**src/rtl/fetch_execute_unit_pkg.sv**
```systemverilog
// rtl/fetch_execute_unit_pkg.sv - nibble CPU ISA encodings, field slices and FSM states
package fetch_execute_unit_pkg;

    localparam int PC_W_DEF = 5;
    localparam int DW_DEF   = 4;
    localparam int DAW_DEF  = 4;

    // Instruction fields: {op[7:5], imm[4], k[3:0]}
    localparam int F_OP_HI  = 7;
    localparam int F_OP_LO  = 5;
    localparam int F_IMM    = 4;
    localparam int F_K_HI   = 3;
    localparam int F_K_LO   = 0;

    typedef enum logic [2:0] {
        OP_STA_HALT = 3'b000,
        OP_LDA      = 3'b001,
        OP_ADC      = 3'b010,
        OP_NOR      = 3'b011,
        OP_SETC     = 3'b100,
        OP_JNZ      = 3'b101,
        OP_JNC      = 3'b110,
        OP_JMP      = 3'b111
    } opcode_e;

    typedef enum logic [1:0] {
        ST_FETCH = 2'b00,
        ST_EXEC  = 2'b01,
        ST_MEMRD = 2'b10,
        ST_HALT  = 2'b11
    } state_e;

endpackage

```
**src/rtl/fetch_execute_unit_alu.sv**
```systemverilog
// rtl/fetch_execute_unit_alu.sv - combinational ALU for LDA/ADC/NOR
module nibble_alu
    import fetch_execute_unit_pkg::*;
#(
    parameter int DW = DW_DEF
) (
    input  opcode_e       op_i,
    input  logic [DW-1:0] a_i,
    input  logic [DW-1:0] b_i,
    input  logic          cin_i,
    output logic [DW-1:0] y_o,
    output logic          cout_o
);

    logic [DW:0] sum;

    always_comb begin
        sum    = {1'b0, a_i} + {1'b0, b_i} + {{DW{1'b0}}, cin_i};
        y_o    = a_i;
        cout_o = cin_i;
        case (op_i)
            OP_LDA: y_o = b_i;
            OP_ADC: {cout_o, y_o} = sum;
            OP_NOR: y_o = ~(a_i | b_i);
            default: ;
        endcase
    end

endmodule

```
**src/rtl/fetch_execute_unit.sv**
```systemverilog
// rtl/fetch_execute_unit.sv - multi-cycle fetch/decode/execute controller of the nibble CPU
module fetch_execute_unit
    import fetch_execute_unit_pkg::*;
#(
    parameter int PC_W = PC_W_DEF,
    parameter int DW   = DW_DEF,
    parameter int DAW  = DAW_DEF
) (
    input  logic            clk,
    input  logic            rst_n,
    input  logic            run,
    output logic [PC_W-1:0] imem_addr,
    input  logic [7:0]      imem_data,
    output logic [DAW-1:0]  dmem_addr,
    output logic [DW-1:0]   dmem_wdata,
    output logic            dmem_we,
    input  logic [DW-1:0]   dmem_rdata,
    output logic [DW-1:0]   acc,
    output logic            carry,
    output logic            halted
);

    state_e          state_q, state_d;
    logic [PC_W-1:0] pc_q, pc_d;
    logic [7:0]      ir_q, ir_d;
    logic [DW-1:0]   acc_q, acc_d;
    logic            carry_q, carry_d;

    opcode_e         op;
    logic            imm;
    logic [DAW-1:0]  k;
    logic [DW-1:0]   alu_b;
    logic [DW-1:0]   alu_y;
    logic            alu_cout;

    assign op    = opcode_e'(ir_q[F_OP_HI:F_OP_LO]);
    assign imm   = ir_q[F_IMM];
    assign k     = ir_q[F_K_HI:F_K_LO];
    // Memory operand arrives one cycle after the address, i.e. in MEMRD
    assign alu_b = (state_q == ST_MEMRD) ? dmem_rdata : DW'(k);

    nibble_alu #(.DW(DW)) u_alu (
        .op_i   (op),
        .a_i    (acc_q),
        .b_i    (alu_b),
        .cin_i  (carry_q),
        .y_o    (alu_y),
        .cout_o (alu_cout)
    );

    always_ff @(posedge clk or negedge rst_n) begin
        if (!rst_n) begin
            state_q <= ST_FETCH;
            pc_q    <= '0;
            ir_q    <= '0;
            acc_q   <= '0;
            carry_q <= 1'b0;
        end else begin
            state_q <= state_d;
            pc_q    <= pc_d;
            ir_q    <= ir_d;
            acc_q   <= acc_d;
            carry_q <= carry_d;
        end
    end

    always_comb begin
        state_d = state_q;
        pc_d    = pc_q;
        ir_d    = ir_q;
        acc_d   = acc_q;
        carry_d = carry_q;
        dmem_we = 1'b0;
        case (state_q)
            ST_FETCH: begin
                if (run) begin
                    ir_d    = imem_data;
                    pc_d    = pc_q + PC_W'(1);
                    state_d = ST_EXEC;
                end
            end
            ST_EXEC: begin
                state_d = ST_FETCH;
                case (op)
                    OP_STA_HALT: begin
                        if (imm) state_d = ST_HALT;
                        else     dmem_we = 1'b1;
                    end
                    OP_LDA, OP_ADC, OP_NOR: begin
                        if (imm) begin
                            acc_d   = alu_y;
                            carry_d = alu_cout;
                        end else begin
                            state_d = ST_MEMRD;
                        end
                    end
                    OP_SETC: carry_d = imm;
                    // Jump targets only reach the lower half of the address space
                    OP_JNZ:  if (acc_q != '0) pc_d = PC_W'(k);
                    OP_JNC:  if (!carry_q)    pc_d = PC_W'(k);
                    OP_JMP:  pc_d = PC_W'(k);
                    default: ;
                endcase
            end
            ST_MEMRD: begin
                acc_d   = alu_y;
                carry_d = alu_cout;
                state_d = ST_FETCH;
            end
            default: ;
        endcase
    end

    assign imem_addr  = pc_q;
    assign dmem_addr  = (state_q == ST_EXEC || state_q == ST_MEMRD) ? k : '0;
    assign dmem_wdata = acc_q;
    assign acc        = acc_q;
    assign carry      = carry_q;
    assign halted     = (state_q == ST_HALT);

endmodule

```
**config.mk**
```make
export PLATFORM = sky130hd
export DESIGN_NAME = fetch_execute_unit
export DESIGN_NICKNAME = d
export VERILOG_FILES = /design/src/rtl/fetch_execute_unit_pkg.sv /design/src/rtl/fetch_execute_unit_alu.sv /design/src/rtl/fetch_execute_unit.sv
export SDC_FILE = /design/constraint.sdc
export NUM_CORES = 1
export LEC_CHECK = 0
export CAP_MARGIN = 20
export CORE_MARGIN = 2
export CORE_UTILIZATION = 25
export DETAILED_ROUTE_END_ITERATION = 10
export PLACE_DENSITY = 0.44
export SYNTH_ARGS = -nofsm -noshare
export SYNTH_HDL_FRONTEND = slang
export SYNTH_SLANG_ARGS = --single-unit
```
**constraint.sdc**
```tcl
create_clock -name clk -period 2.2 [get_ports clk]
set_input_delay 0.44 -clock clk [delete_from_list [all_inputs] [get_ports clk]]
set_output_delay 0.44 -clock clk [all_outputs]
set_load 0.02 [all_outputs]
```
== Yosys cells after proc, flatten, opt, wreduce, memory -nomap -nowiden ==
Index checks and enable logic that the tools add are counted.

* Output and inout port bits: 20
* Word-level logic and storage cells: 64
* Input port bits: 15
* Register bits: 20

* Mux-type cells: 23
* Bitwise gates (word level): 2
* $add $sub $neg: 3
* Reduce and logical (&&, ||, !) cells: 13
* Eq/ne operators: 18

{| class="wikitable"
|+ Operators by type and width
! kind !! number
|-
| $mux 4 || 4
|-
| $mux 5 || 3
|-
| $pmux 5 s3 || 1
|-
| $eq 3x3->1 const B || 4
|-
| $pmux 4 s3 || 1
|-
| $pmux 5 s2 || 1
|-
| $ne 3x3->1 const B || 3
|-
| $pmux 4 s2 || 1
|-
| $eq 3x2->1 const B || 2
|-
| $mux 2 || 3
|-
| $pmux 2 s3 || 1
|-
| $reduce_and 3->1 || 2
|-
| $add 4x4->5 || 1
|-
| $add 5x1->5 || 1
|-
| $add 5x1->5 const B || 1
|-
| $mux 1 || 5
|-
| $reduce_and 5->1 || 1
|-
| $eq 2x2->1 const B || 2
|-
| $ne 2x2->1 const B || 2
|-
| $ne 4x1->1 const B || 1
|-
| $not 4->4 || 1
|-
| $or 4x4->4 || 1
|-
| $pmux 1 s2 || 2
|-
| $pmux 2 s2 || 1
|-
| 12 further kinds || 14
|}

== Logic depth before layout (Yosys ltp) ==
* Depth in word-level cells: 8
* Depth in mapped cells: 10
* Gate-level depth less buffers: 9

== Modules after synthesis ==
Synthesis repeated with hierarchy kept, for this count alone.

* Cell total of the unflattened synthesis: 150
* Area, all modules: 1,580.3 um2

{| class="wikitable"
|+ Modules (own cells, without submodules)
! module !! seq. area each (um2) !! cells each !! area an instance (um2) !! instances
|-
| fetch_execute_unit || 500.5 || 103 || 1,213.7 || 1
|-
| nibble_alu || 0.0 || 47 || 366.6 || 1
|}

== Worst setup path after synthesis ==
No wires, ideal clock.

* Path type: register to register
* Start: register state_q[0]
* End: register carry_q, in the netlist carry
* Buffers on the path: 1
* Cell stages (with the launch flop): 11
* Slack: -0.088 ns
* Library setup time: 0.077 ns
* Required time: 2.123 ns
* Arrival time: 2.210 ns
* Clock period less this slack: 2.288 ns
* Cells stage by stage: dfrtp_1 -> inv_1 -> ha_1 -> buf_2 -> mux2i_1 -> fa_1 -> fa_1 -> nor2b_1 -> o21ai_0 -> a32o_1 -> a21oi_1

* Cells in the longest elaborated chain, start to end: 8
* Elaborated cells on any way between the ends: 13
* Classes of those cells: 2 x add/sub; 4 x eq/ne; 5 x mux; 2 x reduce/logical

{| class="wikitable"
|+ RTL lines
! element !! RTL line !! RTL
|-
| start: declaration || fetch_execute_unit.sv:23 || <nowiki>state_e state_q, state_d;</nowiki>
|-
| start signal: assignment || fetch_execute_unit.sv:59 || <nowiki>state_q <= state_d;</nowiki>
|-
| $eq 2x2->1 || fetch_execute_unit.sv:40, fetch_execute_unit.sv:74 ||
|-
| $mux 4 || fetch_execute_unit.sv:40 || <nowiki>assign alu_b = (state_q == ST_MEMRD) ? dmem_rdata : DW'(k);</nowiki>
|-
| $add 4x4->5 || fetch_execute_unit_alu.sv:18 || <nowiki>sum = {1'b0, a_i} + {1'b0, b_i} + {{DW{1'b0}}, cin_i};</nowiki>
|-
| $add 5x1->5 || fetch_execute_unit_alu.sv:18 ||
|-
| $mux 1 || fetch_execute_unit_alu.sv:21 || <nowiki>case (op_i)</nowiki>
|-
| $mux 1 || fetch_execute_unit.sv:90 || <nowiki>if (imm) begin</nowiki>
|-
| $pmux 1 s2 || fetch_execute_unit.sv:84 || <nowiki>case (op)</nowiki>
|-
| $pmux 1 s2 || fetch_execute_unit.sv:74 || <nowiki>case (state_q)</nowiki>
|-
| end signal: assignment || fetch_execute_unit.sv:63 || <nowiki>carry_q <= carry_d;</nowiki>
|-
| end: declaration || fetch_execute_unit.sv:27 || <nowiki>logic carry_q, carry_d;</nowiki>
|}

Parallel ways exist; a longest one is shown, timed or not. The select of a mux whose other input is x is not followed.
A chain may end at the register's enable or synchronous reset.

== Final worst setup path ==
* Start: register state_q[0]
* End: register acc_q[3], in the netlist acc[3]

* Cells in the longest elaborated chain, start to end: 8
* Elaborated cells on any way between the ends: 15
* Classes of those cells: 2 x add/sub; 4 x eq/ne; 5 x mux; 2 x bitwise; 2 x reduce/logical

{| class="wikitable"
|+ RTL lines
! element !! RTL line !! RTL
|-
| $eq 2x2->1 || fetch_execute_unit.sv:40, fetch_execute_unit.sv:74 ||
|-
| $mux 4 || fetch_execute_unit.sv:40 ||
|-
| $add 4x4->5 / $or 4x4->4 (equally long branches) || fetch_execute_unit_alu.sv:18, fetch_execute_unit_alu.sv:24 ||
|-
| $add 5x1->5 / $not 4->4 (equally long branches) || fetch_execute_unit_alu.sv:18, fetch_execute_unit_alu.sv:24 ||
|-
| $pmux 4 s3 || fetch_execute_unit_alu.sv:21 ||
|-
| $mux 4 || fetch_execute_unit.sv:90 ||
|-
| $mux 4 || fetch_execute_unit.sv:84 ||
|-
| $pmux 4 s2 || fetch_execute_unit.sv:74 ||
|-
| end signal: assignment || fetch_execute_unit.sv:56 || <nowiki>acc_q <= '0;</nowiki>
|-
| end signal: assignment || fetch_execute_unit.sv:62 || <nowiki>acc_q <= acc_d;</nowiki>
|-
| end: declaration || fetch_execute_unit.sv:26 || <nowiki>logic [DW-1:0] acc_q, acc_d;</nowiki>
|}

Parallel ways exist; a longest one is shown, timed or not. The select of a mux whose other input is x is not followed.

==> impl_metrics.toml <==
[die]
design.core.area_um2 = 5990
die_height_um = 83.1
die_width_um = 83.1
boundaryPins = 35
placementRows = 28
start_util_pct = 26.1
area_enclosed_by_the_die_boundary_um2 = 6910

[sta]
slew_viol_final = 0
remaining_max_slew_budget_at_the_tightest_pin_pct = 67.7
final-setup-viol-count = 0
rsz_0062_raised_after_global_routing = "yes"
fin_hold_ws_ns = 0.522
setup_tns_ns = 0
setup_slack_ns = 0.0369
maxClockFrequency_ghz = 0.462
clock-skew-final_ns = 0.00642
finalHoldViolCount = 0
finalWorstPathRequiredPeriod_ns = 2.16
worst_slew_pin_slew_ns = 0.481
period_share_pct = 98.3

[global_routing]
grt_pass1_wl_um = 6850
track_usage_pct = 12.0
first_global_vias = 1378
maximum_number_of_pins_on_one_net_before_global_route_repair = 21
globalRouteOverflowTotal = 0
antenna_found_initial = 0

[cells_and_area]
fin_util_pct = 36.7
final_net_count = 232
antennaDiodeCount = 0
area_growth_syn_to_layout_pct = 40.5
fraction_of_final_layout_cells_with_drive_strength_greater_than_1_pct = 29.4
layout.filler_cells = 610

[clock_tree]
cts_num_sinks = 20
cts_tree = "built"
clock_buffers_created_by_tritoncts = 3
clk_latency_ns = 0.26
root_buffer = "clkbuf_8"
cts-root-to-sink-buffers = 2
clock_tree.htree_level_count = 1
clk_transition_reported_paths_ns = 0.08
post_cts_hold_buffer_count = 0

[synth]
synth_top_area_share_pct = 32.0
synthCells = 156
synth.most_common_cell = "dfrtp_1"
synth-seq-cells = 20
synth_top_cell_by_area = "dfrtp_1"
synth_area_leaders = "dfrtp_1, ha_1, mux2_2"
main_synth_ff_type = "dfrtp_1"
synth-seq-area-share_pct = 32.0
most_frequent_cells_after_synthesis = "dfrtp_1, inv_1, ha_1"
ys_async_sr_fraction_pct = 100
synth_enable_flop_cells = 0
syn-mean-instance-area_um2 = 10.0
netlist-cell-type-count = 46
mappedNetlistNets = 185
yosysWarningCount = 0
post_synth_instance_area_um2 = 1570

[worst_setup_path]
required_ns = 2.38
critical_path.endpoint_type = "flop"
timing.critical_path.fanout_max = 5
worstPathArrival_ns = 2.35
worstSetupPathType = "flop to flop"
start_kind = "flop"
slowest_delay_ns = 0.39
critical_path.cell_chain = "inv_2, ha_4, mux2_4, inv_4, ha_4, buf_4, nor3b_2, a2111oi_2, a32o_1, mux2i_1"
timing.critical_path.mode_cell = "ha_4"
slowest_stage = "dfrtp_1"

[power]
peak_vdd_ir_v = 0.000603
power-per-cell-area_nw_per_um2 = 1720
power.leakage_nw = 0.931
p_total_mw = 3.78

[route]
routedWlPerCell_um = 14.6
vias_per_cell = 4.63
dr.first_iter.drc_count = 72
finalWirelength_um = 4040
drt-pass1-iter-count = 4
vias = 1279
ant_nets = 0
count_of_unresolved_drc_violations_after_routing = 0

[run_status]
run_status = "finished, final reports clean"

[placed_design]
finalWeightedCongestion = 0.765
hpwl_um = 3230
io_buffers = 34
post_placement_setup_slack_ns = -0.252

[run]
max_cap_violations = 0

[hold_path]
hold_class = "input port to async pin"
routing by layer:
| layer | vias up | global-route usage [%] | part of all wire, % |
|---|---|---|---|
| li1 | 635 | - | - |
| met1 | 619 | 16.2 | 47 |
| met2 | 23 | 19.9 | 50 |
| met3 | 2 | 2.29 | 2.6 |
| met4 | 0 | 2.53 | 0.54 |
| met5 | - | 0 | 0 |
registers in the layout, indices dropped and copies added (netlist names):
name / flops
imem_addr: 5
carry: 1
acc: 4
state_q: 2
ir_q: 8
final timing paths:
check,from,end,slack (ns),cells after the start
min in group clk,imem_addr[4],imem_addr[4],0.59,2
max in group asynchronous,rst_n,acc[2],1.45,2
worst min register to register,imem_addr[4],imem_addr[4],0.59,2
worst max register to register,state_q[0],acc[3],0.04,10
worst min-delay path,rst_n,imem_addr[2],0.52,2
worst max-delay path,state_q[0],acc[3],0.04,10
worst max-delay path, delay by kind of cell, from the launching register on:
family / cells / cell delay [ns]
muxes: 2 / 0.48
adders and majority gates: 2 / 0.41
DFF: 1 / 0.39
AOI/OAI and AO/OA: 2 / 0.32
buffers and inverters: 3 / 0.30
and+or+nand+nor: 1 / 0.18
where the power goes:
group,switching (mW),internal [mW],total [mW]
clock network,0.123,0.122,0.245
registers,0.231,0.559,0.789
logic,1.36,1.38,2.75
kinds of logic (layout without fill, tap and decap cells):
family,count (synthesis),count (layout),synth area share (%)
compound gates,31,31,14.8
flops,20,20,32.0
mux,23,23,17.0
buf+inv,26,71,7.67
simple gates,40,40,15.3
fa+ha+maj,14,14,12.2
xor+xnor,2,2,1.12
area by class of cell:
class                      count  area (um^2)  share of cell area, %
clock buffer                   3         41.3                   1.88
tap                           75         93.8                   4.27
multi-input combinational    110         1040                   47.2
inverter                      15         58.8                   2.67
timing repair buffer          53          467                   21.2
sequential                    20          500                   22.8
cell usage in the layout, fill, tap and decap left out, types with 4 or more instances in the layout:
cell type        Yosys  routed
clkdlybuf4s50_1      0      29
dfrtp_1             20      20
buf_4                4      19
inv_1               15      13
mux2_2              11      10
ha_1                12      10
nand2_1              9       9
mux2i_1              9       6
a21oi_1              5       5
o21ai_1              0       5
and2_1               4       4
nor3_1               4       4
nor2b_1              4       4
nor2_1               4       4
o21ai_0              9       4
stage by stage:
| step | instance area, um^2 | std cells |
|---|---|---|
| floorplan | 1590 | 156 |
| global placement | 2090 | 272 |
| detailed placement | 2090 | 272 |
| CTS | 2160 | 275 |
| global route | 2200 | 276 |
| finish | 2200 | 276 |
repair_timing:
| item | CTS | global route |
|---|---|---|
| buffers inserted | 0 | 1 |
| endpoints found under the hold margin | 0 | 0 |
| gates resized for setup | 12 | 20 |
| pin swaps | 2 | 4 |
| endpoints found under the setup margin | 9 | 8 |
(Power assumes the default switching activity.)
